$ cat src/rtl/rst_seq_ctrl_if.sv
// Control/status bundle between the reset sequencer and its surroundings.
// Latency: n/a (wires only). Backpressure: none; all signals are level or one-cycle strobes.
// master drives lock/mode/config inputs and observes the reset outputs; slave is the sequencer.
interface rst_seq_ctrl_if;
    logic       pll_locked;
    logic       m0;
    logic       start;
    logic       chan_cfg_valid;
    logic       chan_cfg_rst;
    logic       pll_cfg_rst;
    logic       core_rst_n;
    logic       m0_rst_n;
    logic       start_rst_n;
    logic       chan_rst_n;
    logic       ready;
    logic       lock_timeout;
    logic [2:0] state_o;

    modport master (
        output pll_locked, m0, start, chan_cfg_valid, chan_cfg_rst,
        input  pll_cfg_rst, core_rst_n, m0_rst_n, start_rst_n, chan_rst_n,
        input  ready, lock_timeout, state_o
    );

    modport slave (
        input  pll_locked, m0, start, chan_cfg_valid, chan_cfg_rst,
        output pll_cfg_rst, core_rst_n, m0_rst_n, start_rst_n, chan_rst_n,
        output ready, lock_timeout, state_o
    );
endinterface

$ cat src/rtl/rst_seq_ctrl.sv
// Reset sequencer: PLL reset, lock wait, staged core/m0/start release, channel reset pulses.
// Latency: outputs are registered decodes of the next state and move on the same edge as state_o.
// Backpressure: none; channel requests outside RUN/CHAN_RST are dropped, not queued.
module rst_seq_ctrl #(
    parameter int HOLD_CYC     = 16,
    parameter int LOCK_TIMEOUT = 1024,
    parameter int STAGE_GAP    = 4,
    parameter int CHAN_RST_CYC = 8,
    parameter int CNT_W        = 11
) (
    input  logic         clk,
    input  logic         rst,
    rst_seq_ctrl_if.slave bus
);

    typedef enum logic [2:0] {
        S_PLL_RST    = 3'd0,
        S_WAIT_LOCK  = 3'd1,
        S_CORE       = 3'd2,
        S_M0_WAIT    = 3'd3,
        S_START_WAIT = 3'd4,
        S_RUN        = 3'd5,
        S_CHAN_RST   = 3'd6
    } state_t;

    typedef struct packed {
        logic pll_cfg_rst;
        logic core_rst_n;
        logic m0_rst_n;
        logic start_rst_n;
        logic chan_rst_n;
        logic ready;
    } rst_out_t;

    localparam logic [CNT_W-1:0] HOLD_LAST = CNT_W'(HOLD_CYC - 1);
    localparam logic [CNT_W-1:0] LOCK_LAST = CNT_W'(LOCK_TIMEOUT - 1);
    localparam logic [CNT_W-1:0] GAP_LAST  = CNT_W'(STAGE_GAP - 1);
    localparam logic [CNT_W-1:0] CHAN_LAST = CNT_W'(CHAN_RST_CYC - 1);

    state_t           state;
    state_t           nxt;
    logic [CNT_W-1:0] cnt;
    logic             lock_seen;
    logic             lock_to_q;
    logic             timeout_hit;
    logic             cnt_clr;
    logic             chan_req;
    rst_out_t         out_q;

    function automatic rst_out_t decode(input state_t s);
        rst_out_t o;
        o = '{pll_cfg_rst: 1'b1, default: 1'b0};
        case (s)
            S_PLL_RST:    o = '{pll_cfg_rst: 1'b1, default: 1'b0};
            S_WAIT_LOCK:  o = '{default: 1'b0};
            S_CORE,
            S_M0_WAIT:    o = '{core_rst_n: 1'b1, default: 1'b0};
            S_START_WAIT: o = '{core_rst_n: 1'b1, m0_rst_n: 1'b1, default: 1'b0};
            S_RUN:        o = '{pll_cfg_rst: 1'b0, default: 1'b1};
            S_CHAN_RST:   o = '{core_rst_n: 1'b1, m0_rst_n: 1'b1, start_rst_n: 1'b1,
                                default: 1'b0};
            default:      o = '{pll_cfg_rst: 1'b1, default: 1'b0};
        endcase
        return o;
    endfunction

    assign chan_req = bus.chan_cfg_valid & bus.chan_cfg_rst;

    // Exit priority once the core is out of reset: lock loss, m0 drop, start drop, channel request.
    always_comb begin
        nxt         = state;
        timeout_hit = 1'b0;
        cnt_clr     = 1'b0;
        case (state)
            S_PLL_RST: begin
                if (cnt == HOLD_LAST) nxt = S_WAIT_LOCK;
            end
            S_WAIT_LOCK: begin
                if (bus.pll_locked && lock_seen) begin
                    nxt = S_CORE;
                end else if (cnt == LOCK_LAST) begin
                    nxt         = S_PLL_RST;
                    timeout_hit = 1'b1;
                end
            end
            S_CORE: begin
                if (!bus.pll_locked)    nxt = S_PLL_RST;
                else if (cnt == GAP_LAST) nxt = S_M0_WAIT;
            end
            S_M0_WAIT: begin
                if (!bus.pll_locked) nxt = S_PLL_RST;
                else if (bus.m0)     nxt = S_START_WAIT;
            end
            S_START_WAIT: begin
                if (!bus.pll_locked) nxt = S_PLL_RST;
                else if (!bus.m0)    nxt = S_M0_WAIT;
                else if (bus.start)  nxt = S_RUN;
            end
            S_RUN: begin
                if (!bus.pll_locked) nxt = S_PLL_RST;
                else if (!bus.m0)    nxt = S_M0_WAIT;
                else if (!bus.start) nxt = S_START_WAIT;
                else if (chan_req)   nxt = S_CHAN_RST;
            end
            S_CHAN_RST: begin
                if (!bus.pll_locked)       nxt = S_PLL_RST;
                else if (!bus.m0)          nxt = S_M0_WAIT;
                else if (!bus.start)       nxt = S_START_WAIT;
                else if (chan_req)         cnt_clr = 1'b1;
                else if (cnt == CHAN_LAST) nxt = S_RUN;
            end
            default: nxt = S_PLL_RST;
        endcase
    end

    always_ff @(posedge clk) begin
        if (rst) begin
            state     <= S_PLL_RST;
            cnt       <= '0;
            lock_seen <= 1'b0;
            lock_to_q <= 1'b0;
            out_q     <= decode(S_PLL_RST);
        end else begin
            state <= nxt;
            if (nxt != state || cnt_clr) cnt <= '0;
            else                         cnt <= cnt + CNT_W'(1);
            // Lock must be seen twice while already in WAIT_LOCK; a level carried in from PLL_RST does not count.
            lock_seen <= (state == S_WAIT_LOCK) && (nxt == S_WAIT_LOCK) && bus.pll_locked;
            lock_to_q <= lock_to_q | timeout_hit;
            out_q     <= decode(nxt);
        end
    end

    assign bus.pll_cfg_rst  = out_q.pll_cfg_rst;
    assign bus.core_rst_n   = out_q.core_rst_n;
    assign bus.m0_rst_n     = out_q.m0_rst_n;
    assign bus.start_rst_n  = out_q.start_rst_n;
    assign bus.chan_rst_n   = out_q.chan_rst_n;
    assign bus.ready        = out_q.ready;
    assign bus.lock_timeout = lock_to_q;
    assign bus.state_o      = state;

endmodule

$ cat src/flat_wrapper.sv
// flat-port wrapper written by rule: the top's interface ports become plain ports
module rst_seq_ctrl_flat 
#(
    parameter int HOLD_CYC     = 16,
    parameter int LOCK_TIMEOUT = 1024,
    parameter int STAGE_GAP    = 4,
    parameter int CHAN_RST_CYC = 8,
    parameter int CNT_W        = 11
)
  (clk, rst, bus_pll_locked, bus_m0, bus_start, bus_chan_cfg_valid, bus_chan_cfg_rst, bus_pll_cfg_rst, bus_core_rst_n, bus_m0_rst_n, bus_start_rst_n, bus_chan_rst_n, bus_ready, bus_lock_timeout, bus_state_o);
  rst_seq_ctrl_if bus_i ();
  input  logic clk;
  input  logic rst;
  input wire logic [$bits(bus_i.pll_locked)-1:0] bus_pll_locked;
  input wire logic [$bits(bus_i.m0)-1:0] bus_m0;
  input wire logic [$bits(bus_i.start)-1:0] bus_start;
  input wire logic [$bits(bus_i.chan_cfg_valid)-1:0] bus_chan_cfg_valid;
  input wire logic [$bits(bus_i.chan_cfg_rst)-1:0] bus_chan_cfg_rst;
  output wire logic [$bits(bus_i.pll_cfg_rst)-1:0] bus_pll_cfg_rst;
  output wire logic [$bits(bus_i.core_rst_n)-1:0] bus_core_rst_n;
  output wire logic [$bits(bus_i.m0_rst_n)-1:0] bus_m0_rst_n;
  output wire logic [$bits(bus_i.start_rst_n)-1:0] bus_start_rst_n;
  output wire logic [$bits(bus_i.chan_rst_n)-1:0] bus_chan_rst_n;
  output wire logic [$bits(bus_i.ready)-1:0] bus_ready;
  output wire logic [$bits(bus_i.lock_timeout)-1:0] bus_lock_timeout;
  output wire logic [$bits(bus_i.state_o)-1:0] bus_state_o;
  assign bus_i.pll_locked = bus_pll_locked;
  assign bus_i.m0 = bus_m0;
  assign bus_i.start = bus_start;
  assign bus_i.chan_cfg_valid = bus_chan_cfg_valid;
  assign bus_i.chan_cfg_rst = bus_chan_cfg_rst;
  assign bus_pll_cfg_rst = bus_i.pll_cfg_rst;
  assign bus_core_rst_n = bus_i.core_rst_n;
  assign bus_m0_rst_n = bus_i.m0_rst_n;
  assign bus_start_rst_n = bus_i.start_rst_n;
  assign bus_chan_rst_n = bus_i.chan_rst_n;
  assign bus_ready = bus_i.ready;
  assign bus_lock_timeout = bus_i.lock_timeout;
  assign bus_state_o = bus_i.state_o;
  rst_seq_ctrl #(.HOLD_CYC(HOLD_CYC), .LOCK_TIMEOUT(LOCK_TIMEOUT), .STAGE_GAP(STAGE_GAP), .CHAN_RST_CYC(CHAN_RST_CYC), .CNT_W(CNT_W)) u_core (.clk(clk), .rst(rst), .bus(bus_i));
endmodule
$ cat config.mk
export PLATFORM = sky130hd
export DESIGN_NAME = rst_seq_ctrl_flat
export DESIGN_NICKNAME = d
export VERILOG_FILES = /design/src/rtl/rst_seq_ctrl_if.sv /design/src/rtl/rst_seq_ctrl.sv /design/src/flat_wrapper.sv
export SDC_FILE = /design/constraint.sdc
export NUM_CORES = 1
export LEC_CHECK = 0
export ABC_AREA = 1
export CAP_MARGIN = 0
export CORE_ASPECT_RATIO = 0.75
export CORE_MARGIN = 2
export CORE_UTILIZATION = 45
export CTS_BUF_LIST = sky130_fd_sc_hd__clkbuf_4 sky130_fd_sc_hd__clkbuf_8
export CTS_CLUSTER_DIAMETER = 40
export DETAILED_ROUTE_END_ITERATION = 8
export PLACE_DENSITY = 0.72
export SLEW_MARGIN = 40
export SYNTH_ARGS = -nofsm -noshare
export SYNTH_HDL_FRONTEND = slang
export SYNTH_SLANG_ARGS = --single-unit
$ cat constraint.sdc
create_clock -name clk -period 1.95 [get_ports clk]
set_input_delay 0.39 -clock clk [delete_from_list [all_inputs] [get_ports clk]]
set_output_delay 0.39 -clock clk [all_outputs]
set_load 0.05 [all_outputs]
==> results.md <==
- Total CTS buffers: 3
- Largest net degree at the start of global routing: 12
- Final setup fails: 0
- Syn nets: 186
- Area of the multi-input gates: ~750 µm²
- WP buf/inv: 2
- Post-CTS Setup Inserts: 0
- Met2 Usage GRT: 29.8%
- Clk slew on worst S/H paths: around 70 ps
- Post-Synth Simple-Gate Area: about 44%
- CTS tree: yes
- Final Slew Violations: 0
- Synthesized area per cell: 7.23 µm²
- Worst reg2reg setup slack: 190 ps
- Sequential element share of the synthesized area: around a third
- Crit path time final: around 1800 ps
- Layout Skew: roughly 3.2 ps
- Yosys reg bits: 21
- Latest clock arrival within the worst-skew pair: roughly 260 ps
- Non-filler instance count after layout: about 240
- Post-synthesis xor/xnor area fraction: between 5 and 6%
- Area grow syn2layout: 25.1%
- CP most frequent cell: nand3_1
- Routed WL per cell: roughly 13 µm
- Via count: 1180
- # port buffers: 16
- Placed Instances: 237
- Diodes inserted: 0
- Max FO, Critical Path: 11
- Adder and majority gate portion of the synthesized area: less than 1%
- Gr busiest metal: met1
- CP peak stage delay: approximately 570 ps
- LEAKAGE: about 0.67 nW
- Worst-Margin Slew: roughly 620 ps
- Initial core utilization: approximately 48%
- Die Width: around 66 µm
- Clk root buf: clkbuf_8
- Critical path capture point type: register
- CP delay by family, top: simple AND/OR/NAND/NOR gates
- Full die area: 3310 µm²
- Cell area after layout: around 1600 µm²
- Warnings from Yosys: 0
- Mux contribution to synthesized area: 0%
- Initial antenna violation count: 0
- Fraction of layout cells with a size suffix above 1: between 20% and 30%
- Drt total wl: 3060 µm
- Clock Tree Buf Depth: 2
- Net count, final: approximately 210
- Final worst slack: ~140 ps
- Max-capacitance violation count: 0
- Largest family of logic cells by synthesized area: simple AND/OR/NAND/NOR gates
- Placeable Area: between 2000 and 3000 µm²
- Clk sink count: 21
- Rows: 16
- Total Routing Usage GR: about a fifth
- Cell chain of the critical path: clkdlybuf4s50_1 -> inv_1 -> nor3_1 -> nand3_1 -> nand3b_4 -> nor2_4 -> nand3_1 -> nand2_4 -> nor3_2
- Fmax achieved: ~0.55 GHz
- 1st-pass router iterations: 4
- Critical Path End: u_core.cnt[2]
- Mapped cell area: 1290 µm²
- Fin crit share: 92.6%
- Sequential cell area: between 400 and 500 µm²
- DRT iter0 DRCs: about 130
- Crit start category: primary input
- Headroom to the max-slew limit: approximately three fifths
- IO Pins: 17
- Post-DP Area: 1540 µm²
- Routability cong.: between 0.9 and 1
- Met3 GRT Util: approximately 4.7%
- RSZ-0062 raised after global routing: false
- Vias in the first global route: approximately 1100
- Endpoints failing hold: 0
- Compound-Gate Fraction of Synth Area: 6.12%
- Worst Setup Path Type: in2reg
- Antenna Nets Post-Route: 0
- Data required time at the worst endpoint: roughly 2100 ps
- Syn Inst Count: 178
- Filler Cell Count: ~250
- Status: finished clean
- Beginning of the critical path: bus_pll_locked
- Worst slack, placed: -177 ps
- M1 GR Usage: 31.2%
- Post-route DRC violation count: 0
- Slowest-stage cell, CP: clkdlybuf4s50_1
- Total grt overflow: 0
- Final setup TNS: 0 ps
- Hold WC Path Type: reg2reg
- Dpl hpwl: 2460 µm
- R2R cell count: 11
- Crit path depth: 9
- Overall Power: 810 µW
- Worst R2R Start: u_core.bus.state_o[0]
- Vias per inst: between 4 and 5
- Distinct cells, synth: 27
- Critical register-to-register path endpoint: u_core.cnt[10]
- Cell Pwr Density: 503 nW/µm²
- Critical Path AT: slightly below 2000 ps
- Global-route wire length before repair: 5340 µm
- VDD IR max: ~0.48 mV
- H-tree depth: 1
- Die Span Y: ~50 µm
-- synthesized netlist by cell type, drive strengths merged --
cell	number	area share (%)
o21ai	3	1.2
nor4	1	0.49
nand2	44	14
inv	24	7.0
nor3	16	10
dfxtp	21	33
nor2	26	9.9
buf	5	3.5
nand3	16	7.0
o31ai	2	1.2
a31oi	1	0.49
a21oi	7	3.3
xor2	6	4.1
ha	1	0.97
xnor2	2	1.4
nand3b	2	2.1
nand4	1	0.49
-- metrics by stage --
step / hold slack [ps] / util [%]
6_report: 474 / 60.5
5_1_grt: 487 / 60.5
4_1_cts: 488 / 59.8
3_5_place_dp: 476 / 57.9
3_3_place_gp: 453 / 57.9
2_1_floorplan: 439 / -
-- cell type report --
type                    instances  area share (%)
clock buffers                   4            3.03
inverters                      24            5.59
multi-input cells             128            46.5
flip-flops and latches         21            26.2
well taps                      36            2.80
repair buffers                 28            15.9
-- worst min-delay path by stage --
stage	from	to	slack, ps	cells past startpoint
global route	u_core.cnt[0]	u_core.cnt[0]	490	1
finish	u_core.cnt[0]	u_core.cnt[0]	470	1
CTS	u_core.cnt[0]	u_core.cnt[0]	490	1
global placement	u_core.cnt[0]	u_core.cnt[0]	450	1
floorplan	u_core.cnt[0]	u_core.cnt[0]	440	1
detailed placement	u_core.cnt[0]	u_core.cnt[0]	480	1
-- cells in the final DEF (no fill, tap or decap), drive strengths merged --
master         instances
ha                     1
nand2                 44
nor4                   1
nand4                  1
clkbuf                 4
o31ai                  2
dfxtp                 21
nand3                 16
nor2                  26
clkdlybuf4s50         13
xor2                   6
o21ai                  3
inv                   24
a21oi                  7
xnor2                  2
buf                   15
nand3b                 2
a31oi                  1
nor3                  16
-- sequential cells by signal, indices dropped and copies added (netlist names) --
| signal | cells |
|---|---|
| u_core.bus.state_o | 3 |
| u_core.lock_seen | 1 |
| u_core.bus.pll_cfg_rst | 1 |
| u_core.bus.lock_timeout | 1 |
| u_core.cnt | 11 |
| u_core.bus.ready | 1 |
| u_core.bus.core_rst_n | 1 |
| u_core.bus.m0_rst_n | 1 |
| u_core.bus.start_rst_n | 1 |
-- worst reg2reg max path: stages (launching register included) --
cell     delay [ps]
dfxtp_1         340
buf_4           160
nor2_1          240
nand3_1         110
nand2_1          80
nand3_1         110
nand3_1         120
nor2_2           60
nand3_1          90
nand3_2         100
buf_12          160
nor3_1          120
-- cells by family after synthesis --
logic type,count (synthesis)
and+or+nand+nor,106
DFF,21
buffers and inverters,29
xor gates and xnor gates,8
AOI/OAI and AO/OA,13
adders and majority gates,1
-- what timing repair did --
| action | in CTS | in global routing |
|---|---|---|
| hold endpoints to repair | 0 | 0 |
| endpoints found under the setup margin | 0 | 14 |
| resized for setup | 0 | 4 |
| hold buffers | 0 | 0 |
-- power breakdown --
part           internal, mW  leakage (nW)  switching (mW)
Combinational        0.0374         0.471          0.0339
Clock                 0.159        0.0262           0.140
Sequential            0.434         0.170         0.00567
-- metal layers --
metal,part of all wire (%),wire length (µm)
met1,51,1560
met4,1.1,33
met3,5.6,172
met2,42,1290
met5,0,0
Note: power is estimated with default switching activity, not from simulation.
